[config.mk]
export PLATFORM = sky130hd
export DESIGN_NAME = uart_rx_oversample
export DESIGN_NICKNAME = d
export VERILOG_FILES = /design/src/rtl/uart_pkg.sv /design/src/rtl/uart_baud_tick.sv /design/src/rtl/uart_rx_oversample.sv
export SDC_FILE = /design/constraint.sdc
export NUM_CORES = 1
export LEC_CHECK = 0
export BUFFER_PORTS_ARGS = -buffer_cell sky130_fd_sc_hd__buf_2
export CORE_MARGIN = 2
export CORE_UTILIZATION = 58
export CTS_CLUSTER_SIZE = 14
export DETAILED_ROUTE_END_ITERATION = 12
export PLACE_DENSITY_LB_ADDON = 0.25
export SETUP_SLACK_MARGIN = 0.3
export SYNTH_ARGS = -nofsm -noshare
export SYNTH_HDL_FRONTEND = slang
export SYNTH_HIERARCHICAL = 1
export SYNTH_SLANG_ARGS = --single-unit
[constraint.sdc]
create_clock -name clk -period 2.8 [get_ports clk]
set_clock_uncertainty 0.15 [all_clocks]
set_input_delay 0.42 -clock clk [delete_from_list [all_inputs] [get_ports clk]]
set_output_delay 0.42 -clock clk [all_outputs]
set_load 0.01 [all_outputs]
[src/rtl/uart_pkg.sv]
// uart_pkg: shared state encoding, frame constants and baud helpers for the UART blocks
package uart_pkg;
   localparam int DATA_BITS = 8;
   typedef enum logic [2:0] {IDLE, START, DATA, STOP, BREAK} state_t;
   function automatic int tick_div(input int clk_freq, input int baud, input int oversample);
      int d;
      d = clk_freq / (baud * oversample);
      return (d < 1) ? 1 : d;
   endfunction
endpackage

[src/rtl/uart_baud_tick.sv]
// uart_baud_tick: divides clk into one-cycle sample ticks, with a synchronous restart that re-aligns the phase
module uart_baud_tick #(
   parameter int TICK_DIV = 1
) (
   input  logic clk,
   input  logic reset,
   input  logic restart,
   output logic tick
);
   localparam int W = (TICK_DIV > 1) ? $clog2(TICK_DIV) : 1;
   logic [W-1:0] cnt;
   assign tick = !restart && (cnt == W'(TICK_DIV - 1));
   // free-running divider, held at zero while restart is high
   always_ff @(posedge clk or negedge reset)
      if (!reset) cnt <= '0;
      else if (restart || tick) cnt <= '0;
      else cnt <= cnt + 1'b1;
endmodule

[src/rtl/uart_rx_oversample.sv]
// uart_rx_oversample: 8N1 receiver with oversampling, 3-sample majority vote, glitch rejection and framing-error report
module uart_rx_oversample import uart_pkg::*; #(
   parameter int CLK_FREQ   = 100000000,
   parameter int BAUD       = 115200,
   parameter int OVERSAMPLE = 16
) (
   input  logic                 clk,
   input  logic                 reset,
   input  logic                 rxd,
   output logic [DATA_BITS-1:0] rxd_data,
   output logic                 rxd_data_ready,
   output logic                 rxd_frame_err,
   output logic                 rxd_busy
);
   localparam int TICK_DIV = tick_div(CLK_FREQ, BAUD, OVERSAMPLE);
   localparam int SW = $clog2(OVERSAMPLE);
   localparam int BW = $clog2(DATA_BITS);
   localparam logic [SW-1:0] MID_LO = SW'(OVERSAMPLE / 2 - 1);
   localparam logic [SW-1:0] MID    = SW'(OVERSAMPLE / 2);
   localparam logic [SW-1:0] MID_HI = SW'(OVERSAMPLE / 2 + 1);
   localparam logic [SW-1:0] LAST   = SW'(OVERSAMPLE - 1);
   state_t state, state_nx;
   logic sync1, sync2, prev;
   logic [SW-1:0] samp_cnt, samp_cnt_nx;
   logic [BW-1:0] bit_cnt, bit_cnt_nx;
   logic [DATA_BITS-1:0] shift, shift_nx, data_nx;
   logic [1:0] votes, votes_nx;
   logic ready_nx, err_nx, tick, maj, decide, bit_end;
   uart_baud_tick #(.TICK_DIV(TICK_DIV)) baud (
      .clk(clk),
      .reset(reset),
      .restart(state == IDLE),
      .tick(tick)
   );
   assign maj      = (votes[0] & votes[1]) | (votes[0] & sync2) | (votes[1] & sync2);
   assign decide   = tick && samp_cnt == MID_HI;
   assign bit_end  = tick && samp_cnt == LAST;
   assign rxd_busy = state != IDLE;
   // next-state: sample counting, vote capture, bit assembly and frame decisions
   always_comb begin
      state_nx    = state;
      samp_cnt_nx = samp_cnt;
      bit_cnt_nx  = bit_cnt;
      shift_nx    = shift;
      votes_nx    = votes;
      data_nx     = rxd_data;
      ready_nx    = 1'b0;
      err_nx      = 1'b0;
      if (tick) begin
         samp_cnt_nx = (samp_cnt == LAST) ? '0 : samp_cnt + 1'b1;
         if (samp_cnt == MID_LO) votes_nx[0] = sync2;
         if (samp_cnt == MID) votes_nx[1] = sync2;
      end
      case (state)
         IDLE:
            if (prev && !sync2) begin
               state_nx    = START;
               samp_cnt_nx = '0;
               bit_cnt_nx  = '0;
            end
         START:
            if (decide && maj) state_nx = IDLE;
            else if (bit_end) state_nx = DATA;
         DATA: begin
            if (decide) shift_nx = {maj, shift[DATA_BITS-1:1]};
            if (bit_end) begin
               bit_cnt_nx = bit_cnt + 1'b1;
               if (bit_cnt == BW'(DATA_BITS - 1)) state_nx = STOP;
            end
         end
         STOP:
            if (decide) begin
               state_nx = maj ? IDLE : BREAK;
               ready_nx = maj;
               err_nx   = !maj;
               data_nx  = maj ? shift : rxd_data;
            end
         BREAK:
            if (sync2) state_nx = IDLE;
         default: state_nx = IDLE;
      endcase
   end
   // line synchroniser, edge history and all receiver state
   always_ff @(posedge clk or negedge reset)
      if (!reset) begin
         sync1          <= 1'b1;
         sync2          <= 1'b1;
         prev           <= 1'b1;
         state          <= IDLE;
         samp_cnt       <= '0;
         bit_cnt        <= '0;
         shift          <= '0;
         votes          <= '0;
         rxd_data       <= '0;
         rxd_data_ready <= 1'b0;
         rxd_frame_err  <= 1'b0;
      end else begin
         sync1          <= rxd;
         sync2          <= sync1;
         prev           <= sync2;
         state          <= state_nx;
         samp_cnt       <= samp_cnt_nx;
         bit_cnt        <= bit_cnt_nx;
         shift          <= shift_nx;
         votes          <= votes_nx;
         rxd_data       <= data_nx;
         rxd_data_ready <= ready_nx;
         rxd_frame_err  <= err_nx;
      end
endmodule

=== After elaboration in Yosys (flattened, before gate mapping) ===
Cells that the tools add are included.

* Register bits after elaboration: 39
* Logic and storage cells: 76

* Add/sub/neg operators: 3
* Equal/unequal tests: 16
* Mux-type cells: 21
* Bitwise gates (word level): 5
* Reductions and logical operators: 18

{| class="wikitable"
|+ Operators by type and width
! operator !! number
|-
| 2-to-1 mux 3 bit || 10
|-
| 2-to-1 mux 4 bit || 4
|-
| one-hot mux 3 bit (5 select lines) || 1
|-
| == test 4 bit (second input constant) || 3
|-
| != test 2 bit (second input constant) || 5
|-
| adder 6 x 1 -> 6 bit (second input constant) || 1
|-
| == test 3 x 2 -> 1 bit (second input constant) || 2
|-
| == test 3 bit (second input constant) || 2
|-
| == test 6 bit (second input constant) || 1
|-
| 2-to-1 mux 6 bit || 1
|-
| one-hot mux 3 bit (2 select lines) || 1
|-
| AND reduction 2 bit || 3
|-
| AND reduction 3 bit || 2
|-
| AND reduction 6 bit || 1
|-
| logical AND 1 bit || 5
|-
| adder 4 x 1 -> 4 bit (second input constant) || 1
|-
| == test 4 x 3 -> 1 bit (second input constant) || 1
|-
| 2-to-1 mux 1 bit || 4
|-
| adder 3 x 1 -> 3 bit (second input constant) || 1
|-
| bitwise AND 1 bit || 3
|-
| == test 3 x 1 -> 1 bit (second input constant) || 1
|-
| zero test 1 bit || 3
|-
| zero test 3 bit || 1
|-
| != test 3 bit (second input constant) || 1
|-
| 4 further kinds || 5
|}

=== Depth between registers and ports, before layout ===
Gate-level depths: netlist of the first run.

* Depth after elaboration: 7
* Depth in mapped cells: 9
* Gate-level depth less buffers: 7

=== By module ===
The synthesis of the first run kept the hierarchy.

{| class="wikitable"
|+ Modules (own cells, without submodules)
! module !! times used !! cells each !! area each (µm²) !! sequential area each (µm²)
|-
| uart_rx_oversample || 1 || 108 || 1465.2 || 829.5
|-
| uart_baud_tick || 1 || 27 || 290.3 || 150.1
|}

=== Worst setup path before layout of the first run ===
OpenSTA, ideal clock, no wires.

* Path kind: flip-flop to flip-flop
* From: reg state[2]
* To: reg shift[0]
* Setup time: 0.125 ns
* Data arrival time: 2.018 ns
* Data required time: 2.525 ns
* Setup slack: 0.507 ns
* Stages on the path, launching flop included: 10
* Buffers on the path: 3
* Clock period less this slack: 2.293 ns
* Cell sequence: dfrtp_1 -> buf_2 -> or3_1 -> inv_1 -> nor2_1 -> buf_4 -> and4b_1 -> buf_4 -> nand2_2 -> mux2_2

* Cells in the longest elaborated chain, start to end: 5
* Elaborated cells between the ends (all ways): 6
* Classes of those cells: eq/ne (1); reduce/logical (5)

{| class="wikitable"
|+ Ends and longest elaborated chain
! item !! RTL line !! source
|-
| start, declared || uart_rx_oversample.sv:22 || <nowiki>state_t state, state_nx;</nowiki>
|-
| start signal, assigned || uart_rx_oversample.sv:101 || <nowiki>state <= state_nx;</nowiki>
|-
| zero test 3 bit || uart_rx_oversample.sv:32 || <nowiki>.restart(state == IDLE),</nowiki>
|-
| zero test 1 bit || uart_baud_tick.sv:12 || <nowiki>assign tick = !restart && (cnt == W'(TICK_DIV - 1));</nowiki>
|-
| logical AND 1 bit || uart_baud_tick.sv:12 ||
|-
| net tick || uart_rx_oversample.sv:28 || <nowiki>logic ready_nx, err_nx, tick, maj, decide, bit_end;</nowiki>
|-
| logical AND 1 bit || uart_rx_oversample.sv:36 || <nowiki>assign decide = tick && samp_cnt == MID_HI;</nowiki>
|-
| AND reduction 2 bit (no source line) || - ||
|-
| end signal, assigned || uart_rx_oversample.sv:104 || <nowiki>shift <= shift_nx;</nowiki>
|-
| end, declared || uart_rx_oversample.sv:26 || <nowiki>logic [DATA_BITS-1:0] shift, shift_nx, data_nx;</nowiki>
|}

The timed path passes the listed nets, and every way through them passes these cells.
A chain may end at the register's enable or synchronous reset.

=== Final worst setup path of the first run ===
* From: reg state[2]
* To: reg rxd_data[5]

* Cells in the longest elaborated chain, start to end: 5
* Elaborated cells between the ends (all ways): 6
* Classes of those cells: eq/ne (1); reduce/logical (5)

{| class="wikitable"
|+ Ends and longest elaborated chain
! item !! RTL line !! source
|-
| zero test 3 bit || uart_rx_oversample.sv:32 ||
|-
| zero test 1 bit || uart_baud_tick.sv:12 ||
|-
| logical AND 1 bit || uart_baud_tick.sv:12 ||
|-
| net tick || uart_rx_oversample.sv:28 ||
|-
| logical AND 1 bit || uart_rx_oversample.sv:36 ||
|-
| AND reduction 3 bit (no source line) || - ||
|-
| end signal, assigned || uart_rx_oversample.sv:106 || <nowiki>rxd_data <= data_nx;</nowiki>
|-
| end, declared || uart_rx_oversample.sv:10 || <nowiki>output logic [DATA_BITS-1:0] rxd_data,</nowiki>
|}

The timed path passes the listed nets, and every way through them passes these cells.

==> results of run 1 <==
## sequential cells by signal, summed over array words and instances (netlist names)
signal,cells
sync1,1
rxd_frame_err,1
votes,2
state,3
bit_cnt,3
baud/cnt,6
sync2,1
rxd_data_ready,1
prev,1
shift,8
rxd_data,8
samp_cnt,4
## routing by layer
layer,share of wire,wire length (microns)
met5,0,0
met1,0.46,1340
met4,0.010,30
met3,0.042,122
met2,0.49,1440
## final cells by class
class	instances	area, sq um
clock buffers	6	41.3
inverters	4	15.0
fillers	211	917
well taps	31	38.8
flip-flops and latches	39	980
clock inverters	2	12.5
multi-input cells	86	726
repair buffers	14	75.1
## power by group through the flow
stage               registers, mW  logic (mW)  clock network [mW]
detailed placement          0.665       0.118                   0
floorplan                   0.648      0.0937                   0
finish                      0.653       0.118               0.279
global route                0.661       0.138               0.312
CTS                         0.654       0.120               0.286
global placement            0.661       0.111                   0
## metrics by stage
step	hold WS [ns]	instances	cell area (sq um)
after global routing	0.0691	182	1890
after global placement	0.196	173	1820
final	0.0122	182	1890
after detailed placement	0.200	173	1820
after floorplan	-0.0256	135	1760
after CTS	0.0301	182	1890
## logic make-up after synthesis
kind of cell,synth area share
flip-flops,0.558
AO/OA/AOI/OAI,0.0542
adder cells (fa/ha/maj),0.0563
XOR/XNOR,0.0299
buffers and inverters,0.0299
multiplexers,0.128
AND/OR/NAND/NOR,0.144
## what timing repair did
| item | CTS | global route |
|---|---|---|
| endpoints found under the setup margin | 0 | 17 |
| hold endpoints to repair | 1 | 0 |
| gates resized for setup | 0 | 1 |
| hold buffers | 1 | 0 |
| setup buffers | 0 | 0 |
## synth_stat cells (all sizes together)
cell,n,share of area
a22oi,1,0.0043
o21ai,1,0.0028
inv,4,0.0086
nor3,4,0.011
mux2,19,0.12
o31ai,1,0.0043
xnor2,2,0.010
and2b,1,0.0043
xor2,4,0.020
dfrtp,36,0.51
a211o,1,0.0050
or3,2,0.0071
dfstp,3,0.045
nor3b,3,0.016
or3b,1,0.0050
and2,2,0.0071
nor2,8,0.017
and4,1,0.0050
nor2b,4,0.014
maj3,1,0.0064
a22o,2,0.010
a21oi,2,0.0078
nand2b,1,0.0036
buf,6,0.021
nand4b,1,0.0050
a41o,1,0.0064
ha,7,0.050
and4b,1,0.0057
nand3,3,0.011
o21a,1,0.0043
nand2,5,0.012
nand4,3,0.019
o32ai,1,0.0050
a211oi,1,0.0043
mux2i,1,0.0057
## path summary, 6_finish.rpt
path,start,end,cells after the start
worst max-delay path,state[2]$_DFFE_PN0P_,rxd_data[5]$_DFFE_PN0P_,6
worst min register to register,sync1$_DFF_PN1_,sync2$_DFF_PN1_,0
max in group asynchronous,reset,rxd_data[4]$_DFFE_PN0P_,1
min in group clk,sync1$_DFF_PN1_,sync2$_DFF_PN1_,0
worst min-delay path,reset,baud/cnt[5]$_DFF_PN0_,1
worst max register to register,state[2]$_DFFE_PN0P_,rxd_data[5]$_DFFE_PN0P_,6
## worst max-delay path, stage by stage (launching register included)
cell and delay [ns]:
dfrtp_1 0.57, or3_1 0.21, inv_1 0.07, nor2_2 0.25, and4b_1 0.38, nand4_4 0.21
mux2_2 0.33
==> impl_metrics.ini, run 1 <==
[drt]
antenna_left = 0
vias_per_cell = 5.80
drcViolationCount = 0
firstDrtPassIters = 4
wl_per_cell_microns = 16.1
wirelength_mm = 2.94
vias = 1055
drt_iter0_markers = 54

[die]
core-area_sq_um = 2810
die_area_sq_um = 3480
ios = 14
die_h_microns = 59.0
rows = 19
start_util = 0.626
chipWidth_microns = 59.0

[critical_path]
endpoint_kind = register
path_max_fanout = 11
cp.arrival_ns = 2.36
required_ns = 2.89
start_kind = register
rrSetupSlack_ns = 0.53
setup.worst_path.class = register to register

[synthesis]
ys_seq_elements = 39
yosysUniqueCellTypes = 41
syn-num-nets = 145
syn-mean-instance-area_sq_um = 13.0
yosysWarningCount = 6
synthCells = 135
syn_area_sq_um = 1760
seq_area_frac_synth = 0.558

[pwr]
switching_share = 0.283
p_per_area_nw_per_um2 = 556
seq_power_share = 0.622
power.total_mw = 1.05
total_leakage_power_nw = 0.945
vdd_drop_max_mv = 0.450
p_int_mw = 0.753
pwr-share-clk = 0.266
combinationalPowerShare = 0.112
switching_power_mw = 0.297

[placement]
place_ws_ns = 0.446
port_buffers = 13
gp_congestion = 0.703
hpwlAfterDp_mm = 2.02

[finish]
final_layout_size_suffix_gt1_frac = 0.331
final_util = 0.673
layout_common_cells = 36 x dfrtp_1, 19 x mux2_2, 13 x buf_2
n_antenna_cell = 0
syn2layout_area_growth_pct = 7.56
final_common_cell = dfrtp_1
layout.nets = 160

[cts]
cts_tree = done
clk-insertion-delay-late_ns = 0.35
clk_pin_slew_ns = 0.11
root_buffer = clkbuf_4
clk_path_buf_depth = 2
cts.sinks = 39
cts_buffers = 5
htree_levels = 2

[sta]
setup_viol = 0
fmaxAchievable_ghz = 0.440
rsz0062_at_grt = no
hold_violations = 0
relSlewSlack = 0.439
setup_ws_ns = 0.528
worstMarginPinSlew_ns = 0.841
fin_crit_ns = 2.27
slew_violations = 0
fin_tns_setup_ns = 0
fin_crit_sh = 0.812

[global_routing]
busiest_layer = met2
grt.met1_usage = 0.266
grt_use_met2 = 0.335
grt_max_degree = 40
overflow = 0
antenna_found_initial = 0
grt_use_total = 0.209
grt_use_met3 = 0.0502
grt_pass1_vias = 1113
grt_first_pass_wirelength_mm = 5.29

[status]
status = completed

[run]
cap_violations = 0

[hold_path]
hold_class = primary input to asynchronous set/reset pin
No activity file was read; power rests on OpenSTA's default activity.
==> run 2: changes to the inputs <==
==> constraint.sdc (replaced) <==
create_clock -name clk -period 2.35 [get_ports clk]
set_clock_uncertainty 0.15 [all_clocks]
set_input_delay 0.3525 -clock clk [delete_from_list [all_inputs] [get_ports clk]]
set_output_delay 0.3525 -clock clk [all_outputs]
set_load 0.01 [all_outputs]
==> run 2 against run 1 <==
Compared with the run above: sequential share of layout area down 2.2 points; hold slack improved by 0.20 ns; non-clock buffer count is 5 higher; routed wire length shrank 6.6%; combinational power rose by 31%; global-route usage fell by 1.8 points; clock power increased by 18%; register-to-register slack worse by 0.23 ns; largest power group unchanged; die area did not move; critical endpoint is now rxd_data[0]$_DFFE_PN0P_; worst setup slack lost 0.23 ns.
==> impl_metrics.ini, run 2 (synthesized netlist as in run 1, its figures left out) <==
[sta]
slew_violations = 0
fin_crit_ns = 2.05
fin_tns_setup_ns = 0
fmaxAchievable_ghz = 0.487
hold_violations = 0
rsz0062_at_grt = yes
fin_crit_sh = 0.874
worstMarginPinSlew_ns = 0.835
relSlewSlack = 0.443
setup_viol = 0

[drt]
vias = 1078
wirelength_mm = 2.74
firstDrtPassIters = 4
vias_per_cell = 5.76
antenna_left = 0
drcViolationCount = 0
drt_iter0_markers = 50
wl_per_cell_microns = 14.7

[finish]
final_layout_size_suffix_gt1_frac = 0.397
syn2layout_area_growth_pct = 12.6
final_util = 0.705
final_area_sq_um = 1980
reg_top3 = rxd_data: 8 flops, shift: 8 flops, baud/cnt: 6 flops
n_fill_cell = 203
final_common_cell = dfrtp_1
n_antenna_cell = 0
layout.nets = 165
layout_common_cells = 34 x dfrtp_1, 13 x buf_2, 11 x mux2_2

[critical_path]
critPathTopFamily = simple AND/OR/NAND/NOR gates
path_max_fanout = 8
endpoint_kind = register
start_kind = register
cpPeakStageDelay_ns = 0.42
cp_slowest_cell = dfrtp_1
required_ns = 2.45
rrSetupSlack_ns = 0.30
crit_buf_inv = 1
cp.arrival_ns = 2.15
setup.worst_path.class = register to register
crit_chain = inv_1 > ha_1 > nand4_1 > nor2_1 > and4b_2 > nand4_4 > mux2_4

[die]
rows = 19
die_area_sq_um = 3480
die_h_microns = 59.0
ios = 14
chipWidth_microns = 59.0
start_util = 0.626
core-area_sq_um = 2810

[pwr]
p_per_area_nw_per_um2 = 634
vdd_drop_max_mv = 0.411
total_leakage_power_nw = 1.02

[hold_path]
hold_class = register to register

[global_routing]
overflow = 0
grt_pass1_vias = 1056
antenna_found_initial = 0
grt_use_total = 0.191
grt_max_degree = 40
grt_first_pass_wirelength_mm = 4.89

[cts]
cts_tree = done
root_buffer = clkbuf_4
clk-insertion-delay-late_ns = 0.35
cts.sinks = 39
htree_levels = 2
clk_path_buf_depth = 2
clk_pin_slew_ns = 0.11
cts_buffers = 5

[placement]
gp_congestion = 0.701
placed_area_sq_um = 1890
port_buffers = 13
hpwlAfterDp_mm = 1.88

[run]
cap_violations = 0

[status]
status = completed
-- run 2: cell types whose count changed in the layout (fill, tap and decap cells not counted), moves of 2 or more --
cell / delta
clkinv_2: +2
mux2_4: +8
mux2_2: -8
dfrtp_2: +2
buf_4: +4
dfrtp_1: -2
-- run 2: layout make-up --
class | count | area, sq um | area share
clock buffers | 5 | 37.5 | 0.0190
clock inverters | 3 | 15.0 | 0.00759
inverters | 4 | 15.0 | 0.00759
multi-input cells | 86 | 773 | 0.391
flip-flops and latches | 39 | 982 | 0.497
well taps | 31 | 38.8 | 0.0196
repair buffers | 19 | 115 | 0.0582
-- run 2: path summary, 6_finish.rpt --
| check | startpoint | to | depth (start not counted) |
|---|---|---|---|
| worst min-delay path | sync1$_DFF_PN1_ | sync2$_DFF_PN1_ | 0 |
| worst max-delay path | baud/cnt[1]$_DFF_PN0_ | rxd_data[0]$_DFFE_PN0P_ | 7 |
| worst max register to register | baud/cnt[1]$_DFF_PN0_ | rxd_data[0]$_DFFE_PN0P_ | 7 |
| min in group asynchronous | reset | state[1]$_DFFE_PN0P_ | 2 |
| worst min register to register | sync1$_DFF_PN1_ | sync2$_DFF_PN1_ | 0 |
| max in group asynchronous | reset | baud/cnt[0]$_DFF_PN0_ | 2 |
-- run 2: what timing repair did --
action                     in CTS  in global routing
setup endpoints to repair       9                 21
pin swaps                       0                  3
buffers inserted                0                  1
resized for setup               2                  3
hold endpoints to repair       37                  0
hold buffers                    2                  0
-- run 2: metal layers --
layer	global-route usage	up-vias	share of wire
met3	0.0524	8	0.043
met4	0.107	0	0.026
met1	0.258	534	0.48
met2	0.279	23	0.45
li1	-	513	-
met5	0	-	0
-- run 2: metrics by stage --
stage	total power [mW]	hold WS (ns)	setup WS (ns)	cells
floorplan	0.889	-0.0931	0.194	135
global placement	0.923	0.200	0.295	176
detailed placement	0.935	0.197	0.242	176
CTS	1.27	0.214	0.296	186
global route	1.33	0.221	0.199	187
finish	1.25	0.212	0.296	187
-- run 2: power by group --
group | internal [mW] | switching (mW) | total (mW)
logic | 0.0705 | 0.0838 | 0.154
registers | 0.721 | 0.0496 | 0.771
clock network | 0.111 | 0.218 | 0.329
total | 0.903 | 0.351 | 1.25
-- run 2: worst register-to-register path, cell delays in order, from the launching register on --
cell     delay, ns
dfrtp_1       0.42
inv_1         0.07
ha_1          0.16
nand4_1       0.09
nor2_1        0.13
and4b_2       0.34
nand4_4       0.24
mux2_4        0.36
